===== src/rtl/stepper_pkg.sv =====
// stepper_pkg
// Shared types and constants for the stepper coil sequencer:
//   state_t      - sequencer state encoding
//   PHASE_TABLE  - 8-entry half-step coil table, entry 0 in bits [3:0]
//   PERIOD_MIN   - shortest allowed step period in clocks
//   phase_of()   - coil pattern lookup by table index
package stepper_pkg;

    typedef enum logic {
        ST_IDLE = 1'b0,
        ST_RUN  = 1'b1
    } state_t;

    localparam int PERIOD_MIN = 2;

    // Coil bit3 = A ... bit0 = D. Entries listed from index 7 down to 0.
    localparam logic [31:0] PHASE_TABLE = {
        4'b1001, 4'b0001, 4'b0011, 4'b0010,
        4'b0110, 4'b0100, 4'b1100, 4'b1000
    };

    function automatic logic [3:0] phase_of(input logic [2:0] idx);
        return PHASE_TABLE[{idx, 2'b00} +: 4];
    endfunction

endpackage


===== src/rtl/step_rate_timer.sv =====
// step_rate_timer
// Loadable down-counter that sets the step cadence.
//   clk, reset  - clock, synchronous active-high reset
//   load        - start/restart a period of load_val clocks
//   load_val    - period length in clocks (must be >= 1)
//   clear       - stop counting; expire stays low until the next load
//   expire      - high during the last clock of the period
// After a load at edge T, expire is high in the cycle ending at edge T+load_val,
// so a consumer registering on expire acts exactly load_val edges after T.
module step_rate_timer #(
    parameter int W = 24
) (
    input  logic         clk,
    input  logic         reset,
    input  logic         load,
    input  logic [W-1:0] load_val,
    input  logic         clear,
    output logic         expire
);

    logic [W-1:0] count;
    logic         active;

    always_ff @(posedge clk) begin
        if (reset) begin
            count  <= '0;
            active <= 1'b0;
        end else if (clear) begin
            count  <= '0;
            active <= 1'b0;
        end else if (load) begin
            count  <= load_val - W'(1);
            active <= 1'b1;
        end else if (active && (count != '0)) begin
            count  <= count - W'(1);
        end
    end

    // Terminal-count compare; the owner reloads or clears on the same cycle.
    assign expire = active && (count == '0);

endmodule


===== src/rtl/stepper_phase_gen.sv =====
// stepper_phase_gen
// Coil sequencer for one 4-wire unipolar stepper. Accepts a move command,
// steps the coil table at the programmed rate and tracks absolute position.
//   clk, reset           - clock, synchronous active-high reset
//   cmd_valid/cmd_ready  - move handshake (ready only while idle)
//   cmd_steps            - step count, 0 = immediate done
//   cmd_dir              - 1 = index increments, 0 = decrements
//   cmd_half             - 1 = half-step (+-1), 0 = full-step (+-2)
//   cmd_period           - clocks per step, values below 2 run at 2
//   abort                - end the running move without taking another step
//   coil                 - registered coil drive, bit3 = A, bit0 = D
//   busy                 - move in progress
//   done                 - one-cycle pulse when a move ends
//   steps_left           - untaken steps of the current or last move
//   position             - signed step position, wraps
//
// state   | meaning
// --------+-----------------------------------------------------------
// ST_IDLE | waiting for a command; cmd_ready high
// ST_RUN  | stepping at the latched period until count reaches 0 or abort
module stepper_phase_gen
    import stepper_pkg::*;
#(
    parameter int PERIOD_W = 24,
    parameter int STEPS_W  = 16,
    parameter bit HOLD_EN  = 1'b1
) (
    input  logic                clk,
    input  logic                reset,
    input  logic                cmd_valid,
    output logic                cmd_ready,
    input  logic [STEPS_W-1:0]  cmd_steps,
    input  logic                cmd_dir,
    input  logic                cmd_half,
    input  logic [PERIOD_W-1:0] cmd_period,
    input  logic                abort,
    output logic [3:0]          coil,
    output logic                busy,
    output logic                done,
    output logic [STEPS_W-1:0]  steps_left,
    output logic [STEPS_W-1:0]  position
);

    state_t              state, state_nxt;
    logic [2:0]          index, index_nxt, adv;
    logic                run_dir, run_half;
    logic [PERIOD_W-1:0] run_period, period_clamped, tmr_val;
    logic                tmr_load, tmr_clear, expire;
    logic                accept, step, done_nxt;
    logic [STEPS_W-1:0]  pos_nxt;

    assign cmd_ready = (state == ST_IDLE);
    assign accept    = cmd_valid && cmd_ready;

    assign period_clamped = (cmd_period < PERIOD_W'(PERIOD_MIN)) ?
                            PERIOD_W'(PERIOD_MIN) : cmd_period;

    assign adv       = run_half ? 3'd1 : 3'd2;
    assign index_nxt = run_dir ? (index + adv) : (index - adv);
    assign pos_nxt   = run_dir ? (position + STEPS_W'(1)) : (position - STEPS_W'(1));

    step_rate_timer #(
        .W (PERIOD_W)
    ) u_timer (
        .clk      (clk),
        .reset    (reset),
        .load     (tmr_load),
        .load_val (tmr_val),
        .clear    (tmr_clear),
        .expire   (expire)
    );

    always_comb begin
        state_nxt = state;
        tmr_load  = 1'b0;
        tmr_clear = 1'b0;
        tmr_val   = run_period;
        step      = 1'b0;
        done_nxt  = 1'b0;
        case (state)
            ST_IDLE: begin
                if (cmd_valid) begin
                    if (cmd_steps != '0) begin
                        state_nxt = ST_RUN;
                        tmr_load  = 1'b1;
                        tmr_val   = period_clamped;
                    end else begin
                        done_nxt  = 1'b1;
                    end
                end
            end
            ST_RUN: begin
                // Abort takes priority over a coincident expiry.
                if (abort) begin
                    state_nxt = ST_IDLE;
                    tmr_clear = 1'b1;
                    done_nxt  = 1'b1;
                end else if (expire) begin
                    step = 1'b1;
                    if (steps_left == STEPS_W'(1)) begin
                        state_nxt = ST_IDLE;
                        tmr_clear = 1'b1;
                        done_nxt  = 1'b1;
                    end else begin
                        tmr_load  = 1'b1;
                    end
                end
            end
            default: state_nxt = ST_IDLE;
        endcase
    end

    always_ff @(posedge clk) begin
        if (reset) begin
            state      <= ST_IDLE;
            index      <= '0;
            coil       <= '0;
            busy       <= 1'b0;
            done       <= 1'b0;
            steps_left <= '0;
            position   <= '0;
            run_dir    <= 1'b0;
            run_half   <= 1'b0;
            run_period <= PERIOD_W'(PERIOD_MIN);
        end else begin
            state <= state_nxt;
            done  <= done_nxt;
            busy  <= (state_nxt == ST_RUN);

            if (accept) begin
                run_dir    <= cmd_dir;
                run_half   <= cmd_half;
                run_period <= period_clamped;
                steps_left <= cmd_steps;
            end

            if (step) begin
                index      <= index_nxt;
                steps_left <= steps_left - STEPS_W'(1);
                position   <= pos_nxt;
            end

            // Without hold, coils are de-energised on the edge that enters idle;
            // the index is kept so the next move continues the sequence.
            if (!HOLD_EN && (state_nxt == ST_IDLE)) begin
                coil <= 4'b0000;
            end else if (step) begin
                coil <= phase_of(index_nxt);
            end
        end
    end

endmodule


===== config.mk =====
export PLATFORM = sky130hd
export DESIGN_NAME = stepper_phase_gen
export DESIGN_NICKNAME = d
export VERILOG_FILES = /design/src/rtl/stepper_pkg.sv /design/src/rtl/step_rate_timer.sv /design/src/rtl/stepper_phase_gen.sv
export SDC_FILE = /design/constraint.sdc
export NUM_CORES = 1
export LEC_CHECK = 0
export BUFFER_PORTS_ARGS = -buffer_cell sky130_fd_sc_hd__buf_4
export CORE_MARGIN = 2
export CORE_UTILIZATION = 62
export DETAILED_ROUTE_END_ITERATION = 8
export PLACE_DENSITY = 0.92
export SYNTH_ARGS = -nofsm -noshare
export SYNTH_HDL_FRONTEND = slang
export SYNTH_SLANG_ARGS = --single-unit

===== constraint.sdc =====
create_clock -name clk -period 7.2 [get_ports clk]
set_clock_uncertainty 0.2 [all_clocks]
set_input_delay 0.36 -clock clk [delete_from_list [all_inputs] [get_ports clk]]
set_output_delay 0.36 -clock clk [all_outputs]
set_load 0.01 [all_outputs]

### Word level (Yosys, flattened, before mapping)

Index checks and enable logic that the tools add are counted.

| storage, ports and cells | value |
|---|---|
| bits of input ports | 46 |
| logic and storage cells | 61 |
| register bits after elaboration | 92 |

| operators by class | value |
|---|---|
| bitwise gates (word level) | 1 |
| shift operators | 1 |
| multiplexer cells | 30 |
| order comparisons | 1 |
| equality and inequality tests | 1 |
| reductions and logical operators | 9 |
| add/sub/neg operators | 7 |

Operators by type and width:

| kind | count |
|---|---|
| 2-to-1 mux 24 bit | 6 |
| 2-to-1 mux 16 bit | 3 |
| subtractor 24 x 1 -> 24 bit, second input constant | 2 |
| indexed part select 32 x 6 -> 4 bit, first input constant | 1 |
| subtractor 16 x 1 -> 16 bit, second input constant | 2 |
| logical NOT 24 bit | 1 |
| < comparator 24 x 2 -> 1 bit, second input constant | 1 |
| nonzero test 24 bit | 1 |
| adder 16 x 1 -> 16 bit, second input constant | 1 |
| equality test 16 x 1 -> 1 bit, second input constant | 1 |
| 2-to-1 mux 1 bit | 16 |
| nonzero test 16 bit | 1 |
| one-hot mux 1 bit (2 select lines) | 3 |
| nonzero test 2 bit | 2 |
| adder 3 x 2 -> 3 bit | 1 |
| logical AND 1 bit | 3 |
| 2-to-1 mux 3 bit | 1 |
| subtractor 3 x 2 -> 3 bit | 1 |
| 2-to-1 mux 2 bit | 1 |
| OR reduction 2 bit | 1 |
| inverter 1 bit | 1 |

### Longest topological paths before layout

Gate-level depths: netlist (run 1).

| depth | value |
|---|---|
| word-level depth | 7 |
| gate-level depth with buffers | 18 |
| mapped depth without buffers | 16 |

### Cells and area by module

A second synthesis (run 1) with hierarchy kept.

| unflattened totals | value |
|---|---|
| cell total of the unflattened synthesis | 720 |
| area total of the unflattened synthesis | 5755.5 um2 |

Modules (own cells, without submodules):

| module | instances | seq. area each (um2) | cells an instance | area each (um2) |
|---|---|---|---|---|
| stepper_phase_gen | 1 | 1341.3 | 474 | 3788.6 |
| step_rate_timer | 1 | 500.5 | 246 | 1966.9 |

### Least setup slack after synthesis (run 1)

Ideal clock, no wire load.

| timing path | value |
|---|---|
| kind | reg2reg |
| start point | register state |
| end point | register u_timer.count[20] |
| stages on the path, launching flop included | 17 |
| arrival time | 4.437 ns |
| setup time | 0.079 ns |
| slack | 2.483 ns |
| cells stage by stage | dfxtp_1 -> nand2b_1 -> a41oi_1 -> clkbuf_1 -> clkbuf_1 -> clkbuf_1 -> clkbuf_1 -> nor2_1 -> a21oi_1 -> ha_1 -> o21ai_0 -> a311o_1 -> nor3_4 -> or4b_4 -> nor4_4 -> xnor2_1 -> a211oi_2 |

| on the way | value |
|---|---|
| word-level cells in the longest chain between the ends | 3 |
| elaborated cells on any way between the ends | 8 |
| classes of those cells | 1 x add/sub; 4 x mux; 1 x bitwise; 2 x reduce/logical |

Ends and longest elaborated chain:

| what | RTL line | text |
|---|---|---|
| start, declared | stepper_phase_gen.sv:44 | `state_t state, state_nxt;` |
| start signal, assigned | stepper_phase_gen.sv:126 | `state <= state_nxt;` |
| 2-to-1 mux 24 bit / inverter 1 bit (equally long branches) | - |  |
| subtractor 24 x 1 -> 24 bit / one-hot mux 1 bit (2 select lines) (equally long branches) | step_rate_timer.sv:32, stepper_phase_gen.sv:80 |  |
| 2-to-1 mux 24 bit / nonzero test 2 bit (equally long branches) | - |  |
| end signal, assigned | step_rate_timer.sv:32 | `count <= load_val - W'(1);` |
| end signal, assigned | step_rate_timer.sv:35 | `count <= count - W'(1);` |
| end, declared | step_rate_timer.sv:21 | `logic [W-1:0] count;` |

Several ways; a longest one is shown, not always the timed one.
A chain may end at the register's enable or synchronous reset.

### Worst setup path in the final report (run 1)

| timing path | value |
|---|---|
| start point | register steps_left[0] |
| end point | register u_timer.count[20] |

| on the way | value |
|---|---|
| word-level cells in the longest chain between the ends | 6 |
| elaborated cells on any way between the ends | 12 |
| classes of those cells | 1 x eq/ne; 9 x mux; 2 x reduce/logical |

Ends and longest elaborated chain:

| what | RTL line | text |
|---|---|---|
| start, declared | stepper_phase_gen.sv:40 | `output logic [STEPS_W-1:0] steps_left,` |
| start signal, assigned | stepper_phase_gen.sv:134 | `steps_left <= cmd_steps;` |
| start signal, assigned | stepper_phase_gen.sv:139 | `steps_left <= steps_left - STEPS_W'(1);` |
| equality test 16 x 1 -> 1 bit * | stepper_phase_gen.sv:100 | `if (steps_left == STEPS_W'(1)) begin` |
| 2-to-1 mux 1 bit | stepper_phase_gen.sv:100 |  |
| 2-to-1 mux 1 bit | stepper_phase_gen.sv:98 | `end else if (expire) begin` |
| 2-to-1 mux 1 bit | stepper_phase_gen.sv:94 | `if (abort) begin` |
| one-hot mux 1 bit (2 select lines) / 2-to-1 mux 1 bit (equally long branches) | stepper_phase_gen.sv:80 | `case (state)` |
| 2-to-1 mux 24 bit (tied with other cells) | step_rate_timer.sv:31 | `end else if (load) begin` |

Every way passes the cells marked *; elsewhere a longest branch is shown, timed or not.

==> results of run 1 <==
[critical path: cells and delay by family (launching register included)]
kind	cells	cell delay (ns)
xor gates and xnor gates	1	0.11
adders and majority gates	2	0.41
DFF	1	0.45
AOI/OAI and AO/OA	5	1.12
buffers and inverters	1	0.23
and+or+nand+nor	7	1.95
[cells in the final DEF, fill, tap and decap left out, drive strengths merged, types with 4 or more instances in the layout]
cell | netlist | layout
o21ai | 44 | 44
nand2b | 6 | 6
nand2 | 118 | 118
o41ai | 4 | 4
nor2 | 73 | 73
xnor2 | 26 | 26
xor2 | 11 | 11
nand4 | 8 | 8
a31oi | 6 | 6
or4 | 7 | 7
a21oi | 94 | 94
a211oi | 24 | 24
and2 | 4 | 4
inv | 13 | 16
clkbuf | 30 | 9
buf | 8 | 89
o211ai | 9 | 9
clkinv | 0 | 4
dfxtp | 92 | 92
nand3 | 18 | 18
or3 | 6 | 6
mux2i | 11 | 11
nor3 | 27 | 27
nor4 | 20 | 20
ha | 18 | 18
[kinds of logic after synthesis]
| family | count (synthesis) |
|---|---|
| and+or+nand+nor | 300 |
| AOI/OAI and AO/OA | 208 |
| DFF | 92 |
| buffers and inverters | 51 |
| xor gates and xnor gates | 37 |
| adders and majority gates | 20 |
| muxes | 12 |
[metal layers]
metal  GRT usage  part of all wire  up-vias  wire (um)
met5           0                 0        -          0
met4       0.113             0.019        0        284
met3      0.0694             0.090       34       1360
met2       0.524              0.49      314       7420
met1       0.392              0.40     2660       6030
li1            -                 -     2707          -
[worst min-delay path by stage]
stage / from / end / depth (start not counted)
after floorplan: run_period[18] / run_period[18] / 2
after global placement: run_period[20] / run_period[20] / 2
after detailed placement: run_period[19] / run_period[19] / 2
after CTS: cmd_steps[8] / steps_left[8] / 3
after global routing: cmd_half / run_half / 3
final: cmd_steps[2] / steps_left[2] / 3
[report_power, final]
group	total (mW)	internal [mW]	switching, mW
sequential	0.574	0.541	0.0330
clock	0.324	0.128	0.196
combinational	0.290	0.114	0.175
total	1.19	0.783	0.404
[final cells by class]
class	count	area, sq um
clock buffers	9	124
clock inverters	7	50.0
fillers	670	2320
inverters	13	48.8
multi-input cells	577	3450
flip-flops and latches	92	1840
well taps	108	135
repair buffers	89	668
[cells in the mapped netlist, types with 4 or more instances]
| library cell | instances |
|---|---|
| sky130_fd_sc_hd__nor2_1 | 73 |
| sky130_fd_sc_hd__nor4_1 | 16 |
| sky130_fd_sc_hd__o21ai_0 | 41 |
| sky130_fd_sc_hd__or3_1 | 6 |
| sky130_fd_sc_hd__ha_1 | 18 |
| sky130_fd_sc_hd__o41ai_1 | 4 |
| sky130_fd_sc_hd__nand2b_1 | 6 |
| sky130_fd_sc_hd__nand3_1 | 18 |
| sky130_fd_sc_hd__nand4_1 | 6 |
| sky130_fd_sc_hd__inv_1 | 13 |
| sky130_fd_sc_hd__a31oi_1 | 6 |
| sky130_fd_sc_hd__nor3_1 | 26 |
| sky130_fd_sc_hd__mux2i_1 | 11 |
| sky130_fd_sc_hd__xnor2_1 | 26 |
| sky130_fd_sc_hd__and2_1 | 4 |
| sky130_fd_sc_hd__or4_1 | 7 |
| sky130_fd_sc_hd__nand2_1 | 118 |
| sky130_fd_sc_hd__clkbuf_1 | 30 |
| sky130_fd_sc_hd__a211oi_1 | 23 |
| sky130_fd_sc_hd__xor2_1 | 11 |
| sky130_fd_sc_hd__a21oi_1 | 94 |
| sky130_fd_sc_hd__o211ai_1 | 9 |
| sky130_fd_sc_hd__buf_1 | 6 |
| sky130_fd_sc_hd__dfxtp_1 | 92 |
[sequential cells by signal (all words and copies together), names as in the netlist]
name,cells
run_period,24
u_timer.count,24
position,16
steps_left,16
coil,4
index,3
done,1
run_dir,1
run_half,1
state,1
u_timer.active,1
[per-stage QoR]
| stage | util | area, sq um | setup slack [ns] | std cells | power [mW] |
|---|---|---|---|---|---|
| final | 0.731 | 6320 | 2.63 | 895 | 1.19 |
| after global routing | 0.731 | 6320 | 2.37 | 895 | 1.24 |
| after CTS | 0.731 | 6320 | 2.70 | 895 | 1.18 |
| after floorplan | - | 5460 | 2.48 | 720 | 0.776 |
| after detailed placement | 0.711 | 6140 | 2.76 | 879 | 0.865 |
| after global placement | 0.711 | 6140 | 2.86 | 879 | 0.854 |
==> reports/qor.log, run 1 <==
INFO  synthesis      syn-num-nets=786
INFO  critical_path  criticalPathCategory=register to register
INFO  cts            tritoncts=built
INFO  critical_path  timing.critical_path.arrival=4.65ns
INFO  synthesis      yosys.area_share.simple=0.266
INFO  global_routing grt_usage=0.311
INFO  route          drc_errors=0
INFO  critical_path  critPathCaptureType=register
INFO  critical_path  critical_path.max_stage_delay=0.55ns
INFO  die            area_inside_the_core_boundary=0.00864sqmm
INFO  synthesis      synth-seq-area-share=0.337
INFO  global_routing first_pass_grt_wire_length=25.0mm
INFO  route          total_wirelength_of_the_detailed_routed_design=15.1mm
INFO  synthesis      yosys.area.top_type_share=0.337
INFO  critical_path  worst_path_max_delay_cell=sky130_fd_sc_hd__or4b_4
INFO  timing         maxSlewHeadroom=0.189
INFO  critical_path  reg2reg_slack=2.63ns
INFO  timing         min_period=4.57ns
INFO  critical_path  crit_path_cell_trace=ha_1 > nor4b_1 > nand4_2 > nor4b_4 > buf_4 > a21oi_1 > nor2_1 > a21oi_1 > ha_1 > o21ai_0 > a311o_1 > nor3_4 > or4b_4 > nor4_4 > xnor2_1 > a211oi_2
INFO  cts            clock_sink_count=92
INFO  route          post_drt_via_cell_ratio=6.39
INFO  finish         finalNetCount=848
INFO  min_path       worstHoldPathType=input pin to register
INFO  global_routing grt_start_max_net_pins=68
INFO  timing         fin_setup_tns=0ns
INFO  synthesis      synth_top_cell_by_area=sky130_fd_sc_hd__dfxtp_1
INFO  critical_path  timing.critical_path.to=u_timer.count[20]
INFO  run            max_cap_viol_count=0
INFO  power_and_ir_drop power.static_leakage=2.43nW
INFO  synthesis      synthAdderAreaFrac=0.0486
INFO  cts            cts_hold_repair.buffers=0
INFO  global_routing globalRoute.totalOverflow=0
INFO  cts            clkTransAtPathRegs=0.10ns
INFO  synthesis      mean_syn_cell_area=7.58squm
INFO  synthesis      netlist-cell-type-count=64
INFO  timing         period_share=0.635
INFO  finish         area_growth=15.7%
INFO  critical_path  critical_path.reg2reg.endpoint=u_timer.count[20]
INFO  timing         fmax=219MHz
INFO  cts            clock-root-buffer=sky130_fd_sc_hd__clkbuf_8
INFO  route          avgRoutedWirePerCell=16.9um
INFO  cts            cts_htree_levels=3
INFO  finish         antennaDiodeCount=0
INFO  route          remaining_antenna_violation_count_after_routing=0
INFO  synthesis      netlist_instances=720
INFO  die            die_area=0.00957sqmm
INFO  route          dr.pass1.iters=5
INFO  synthesis      synth_seq_cells=92
INFO  synthesis      synth_top_family_by_area=simple AND/OR/NAND/NOR gates
INFO  cts            cts_buffer_depth=2
INFO  finish         layout-drive-gt1-share=0.156
INFO  synthesis      ys_top_cells_by_area=sky130_fd_sc_hd__dfxtp_1, sky130_fd_sc_hd__a21oi_1, sky130_fd_sc_hd__nand2_1, sky130_fd_sc_hd__nor2_1, sky130_fd_sc_hd__xnor2_1
INFO  place          gp_congestion=0.976
INFO  timing         slew_viol_final=0
INFO  timing         holdWs=0.0243ns
INFO  place          numPortBuffers=84
INFO  synthesis      synthMuxAreaShare=0.0222
INFO  critical_path  critical_path_peak_fanout=22
INFO  die            ios=85
INFO  synthesis      asyncSetResetFlopFracSynth=0
INFO  critical_path  cp.required=7.27ns
INFO  critical_path  critPathLaunchType=register
INFO  cts            clock_insertion_delay_worst_skew=0.38ns
INFO  cts            cts_post_setup_buffers_inserted=0
INFO  die            die_h=97.8um
INFO  synthesis      synth_edf_count=0
INFO  synthesis      synth.yosys.warnings=0
INFO  timing         tightestPinTransition=1.22ns
INFO  cts            cts_resized=0
INFO  place          hpwl=10.4mm
INFO  critical_path  crit_reg_reg_startpoint=steps_left[0]
INFO  die            starting_utilization_of_the_core_area=0.632
INFO  cts            cts_made_buffers=9
INFO  synthesis      synth_xor_xnor_area_share=0.0594
INFO  die            die_width=97.8um
INFO  route          vias=5715
INFO  die            floorplan.rows=34
INFO  power_and_ir_drop vdd_ir_drop_max=0.153mV
INFO  synthesis      synth-compound-area-share=0.229
INFO  synthesis      ys_dominant_reg_cell=sky130_fd_sc_hd__dfxtp_1
INFO  timing         rsz0062_at_grt=false
INFO  global_routing first_global_vias=5357
INFO  synthesis      syn_area=0.00546sqmm
INFO  critical_path  r2r_worst_path_depth=16
INFO  power_and_ir_drop power-per-cell-area=188mW/mm^2
INFO  global_routing antenna_found_initial=0
INFO  outcome        status=completed
INFO  timing         setup_viol=0
INFO  route          drt_iter0_markers=575
INFO  timing         finalHoldViolations=0
INFO  critical_path  crit_start=steps_left[0]
Power figures use the tool's default switching activity.
==> run 2, diff against run 1 <==
ABC_AREA = 1   (was unset)
CORE_UTILIZATION = 53   (was 62)
PLACE_DENSITY = 0.83   (was 0.92)
clock period = 3.7 ns   (was 7.2 ns; I/O delays follow)
==> reports/qor.log, run 2 <==
INFO  outcome        status=completed
INFO  synthesis      ys_dominant_reg_cell=sky130_fd_sc_hd__dfxtp_1
INFO  place          gp_congestion=0.931
INFO  finish         layout_common_cells=sky130_fd_sc_hd__nand2_1, sky130_fd_sc_hd__inv_1, sky130_fd_sc_hd__buf_4
INFO  route          drt_iter0_markers=546
INFO  synthesis      synth-seq-area-share=0.298
INFO  synthesis      netlist_instances=961
INFO  route          remaining_antenna_violation_count_after_routing=0
INFO  cts            clkTransAtPathRegs=0.07ns
INFO  critical_path  critPathLaunchType=input pin
INFO  synthesis      synth_edf_count=0
INFO  cts            clock_insertion_delay_worst_skew=0.35ns
INFO  critical_path  worst_path_max_delay_cell=sky130_fd_sc_hd__dlygate4sd3_1
INFO  timing         finalHoldViolations=0
INFO  synthesis      yosys.area.top_type_share=0.298
INFO  global_routing antenna_found_initial=0
INFO  finish         area_growth=21.5%
INFO  route          vias=6660
INFO  synthesis      mean_syn_cell_area=6.43squm
INFO  finish         finalNetCount=1134
INFO  critical_path  timing.critical_path.arrival=3.43ns
INFO  synthesis      netlist-cell-type-count=48
INFO  finish         antennaDiodeCount=0
INFO  critical_path  category_of_cells_accounting_for_the_largest_share_of_critical_path_delay=simple AND/OR/NAND/NOR gates
INFO  die            die_width=112um
INFO  synthesis      synth_top_cell_by_area=sky130_fd_sc_hd__dfxtp_1
INFO  global_routing globalRoute.totalOverflow=0
INFO  power_and_ir_drop share_comb_of_total_power=0.269
INFO  power_and_ir_drop power-per-cell-area=379mW/mm^2
INFO  run            max_cap_viol_count=0
INFO  die            die_area=0.0125sqmm
INFO  timing         fin_setup_tns=0ns
INFO  critical_path  critPathCaptureType=register
INFO  timing         setup_viol=0
INFO  critical_path  critical_path_peak_fanout=27
INFO  route          avgRoutedWirePerCell=14.5um
INFO  critical_path  cp.required=3.75ns
INFO  timing         maxSlewHeadroom=0.535
INFO  timing         min_period=3.38ns
INFO  synthesis      synth_most_common_cell=sky130_fd_sc_hd__nand2_1
INFO  finish         stdcell_area=0.00751sqmm
INFO  cts            clock-root-buffer=sky130_fd_sc_hd__clkbuf_16
INFO  timing         rsz0062_at_grt=false
INFO  die            die_h=112um
INFO  finish         layout-drive-gt1-share=0.144
INFO  place          preCtsSetupSlack=0.498ns
INFO  place          dpl_cell_area=0.00681sqmm
INFO  cts            cts_htree_levels=3
INFO  global_routing first_pass_grt_wire_length=29.0mm
INFO  synthesis      ys_top_cells_by_area=sky130_fd_sc_hd__dfxtp_1, sky130_fd_sc_hd__nand2_1, sky130_fd_sc_hd__a21oi_1, sky130_fd_sc_hd__inv_1, sky130_fd_sc_hd__o21ai_0
INFO  cts            cts_buffer_depth=2
INFO  cts            cts_post_setup_buffers_inserted=0
INFO  die            area_inside_the_core_boundary=0.0114sqmm
INFO  critical_path  criticalPathCategory=input pin to register
INFO  power_and_ir_drop seq_power_share=0.388
INFO  power_and_ir_drop cell_internal_pwr=1.89mW
INFO  global_routing first_global_vias=6086
INFO  route          drc_errors=0
INFO  cts            clock_sink_count=92
INFO  finish         most_common_cell_after_layout_fill_and_taps_aside=sky130_fd_sc_hd__nand2_1
INFO  timing         tightestPinTransition=0.694ns
INFO  route          total_wirelength_of_the_detailed_routed_design=17.6mm
INFO  min_path       worstHoldPathType=input pin to register
INFO  die            ios=85
INFO  global_routing grt_start_max_net_pins=53
INFO  power_and_ir_drop power.static_leakage=3.74nW
INFO  critical_path  critical_path.max_stage_delay=0.54ns
INFO  critical_path  path_common_cell=sky130_fd_sc_hd__nand2_1
INFO  power_and_ir_drop total_power=2.85mW
INFO  power_and_ir_drop netSwitchingPower=0.958mW
INFO  synthesis      synth_seq_cells=92
INFO  die            starting_utilization_of_the_core_area=0.541
INFO  timing         period_share=0.913
INFO  synthesis      synth.yosys.warnings=0
INFO  power_and_ir_drop power_switching_share=0.336
INFO  place          hpwl=11.8mm
INFO  finish         layout_top_registers=run_period (24), u_timer.count (24)
INFO  place          numPortBuffers=84
INFO  synthesis      asyncSetResetFlopFracSynth=0
INFO  power_and_ir_drop fraction_of_power_consumed_by_the_clock_network=0.343
INFO  finish         final_core_util=0.658
INFO  timing         slew_viol_final=0
INFO  cts            cts_made_buffers=9
INFO  timing         fmax=296MHz
INFO  die            floorplan.rows=39
INFO  cts            tritoncts=built
INFO  synthesis      syn_area=0.00618sqmm
INFO  synthesis      synth.top_cells.by_count=sky130_fd_sc_hd__nand2_1, sky130_fd_sc_hd__inv_1, sky130_fd_sc_hd__a21oi_1
INFO  critical_path  crit_path_cell_trace=dlygate4sd3_1 > buf_4 > nor2_1 > nand2_1 > nor2_1 > nand2_2 > nand2_4 > buf_4 > nand2_1 > o21ai_0 > nand2_1 > nand2_1 > nand2_1 > nor2_1 > nand2_2 > nor2_4 > nand2_1 > nand2_1 > nand3_1 > nand2_1 > inv_1
INFO  global_routing grt_usage=0.280
INFO  synthesis      syn-num-nets=1027
INFO  power_and_ir_drop vdd_ir_drop_max=0.284mV
INFO  critical_path  path_buf_inv=4
INFO  route          post_drt_via_cell_ratio=5.48
INFO  timing         finalWorstSetupSlack=0.323ns
INFO  route          dr.pass1.iters=5
-- run 2: cell types whose count changed in the layout (fill, tap and decap cells not counted), sizes merged, moves of 21 or more --
cell         previous run  this run
nor2                   73       108
nand3                  18        77
dlygate4sd3             0        39
inv                    16       133
nor3                   27         4
a211oi                 24         3
o21ai                  44        86
nand2                 118       236
-- run 2: cell families (layout without fill, tap and decap cells) --
kind of cell    Yosys count  in the layout  share of synthesized area
simple gates            441            441                      0.316
fa+ha+maj                20             20                     0.0429
buf+inv                 171            283                      0.125
compound gates          214            214                      0.185
xor+xnor                 23             23                     0.0326
flops                    92             92                      0.298
-- run 2: per-stage QoR --
| step | hold WS, ns | instances |
|---|---|---|
| after floorplan | 0.128 | 961 |
| after global placement | 0.241 | 1161 |
| after detailed placement | 0.248 | 1161 |
| after CTS | 0.00599 | 1216 |
| after global routing | 0.00777 | 1216 |
| final | 0.0118 | 1216 |
-- run 2: worst reg2reg max path, stage by stage, from the launching register on --
cell and delay [ns]:
sky130_fd_sc_hd__dfxtp_1 0.38, sky130_fd_sc_hd__nor2_1 0.06, sky130_fd_sc_hd__nand2_1 0.06, sky130_fd_sc_hd__nor2_1 0.05
sky130_fd_sc_hd__nand2_1 0.09, sky130_fd_sc_hd__nor2_2 0.05, sky130_fd_sc_hd__nand2_1 0.08, sky130_fd_sc_hd__inv_1 0.04
sky130_fd_sc_hd__nand2_1 0.07, sky130_fd_sc_hd__buf_4 0.27, sky130_fd_sc_hd__inv_2 0.24, sky130_fd_sc_hd__nor2_1 0.60
sky130_fd_sc_hd__inv_1 0.21, sky130_fd_sc_hd__nor2_1 0.15, sky130_fd_sc_hd__a221oi_1 0.06, sky130_fd_sc_hd__nor2_1 0.10
sky130_fd_sc_hd__dlygate4sd3_1 0.54
-- run 2: repair_timing --
action / CTS / global route
endpoints found under the hold margin: 38 / 0
gates resized for setup: 0 / 2
hold buffers: 39 / 0
setup endpoints to repair: 0 / 13
-- run 2: worst paths after layout --
| path | startpoint | to | slack [ns] | depth (start not counted) |
|---|---|---|---|---|
| hold / removal | cmd_steps[7] | steps_left[7] | 0.01 | 5 |
| setup reg to reg | u_timer.count[17] | steps_left[11] | 0.38 | 16 |
| hold reg to reg | run_period[11] | run_period[11] | 0.27 | 2 |
| setup / recovery | cmd_steps[10] | u_timer.count[18] | 0.32 | 21 |
-- run 2: metal layers --
layer | track usage | vias up | wire length [um]
met5 | 0 | - | 0
met2 | 0.458 | 283 | 8230
met3 | 0.0621 | 44 | 1440
li1 | - | 3320 | -
met1 | 0.367 | 3013 | 7500
met4 | 0.0984 | 0 | 464
-- run 2: area by class of cell --
cell class | instances | area [sq um]
flip-flops and latches | 92 | 1840
clock inverters | 6 | 68.8
multi-input cells | 698 | 3570
repair buffers | 136 | 1120
clock buffers | 10 | 239
fillers | 981 | 3910
inverters | 131 | 495
well taps | 143 | 179
-- run 2: power groups by stage --
stage               sequential [mW]  combinational, mW  clock [mW]
global route                   1.11              0.853        1.03
floorplan                      1.12              0.529           0
global placement               1.12              0.693           0
CTS                            1.10              0.745       0.983
finish                         1.11              0.767       0.978
detailed placement             1.13              0.705           0
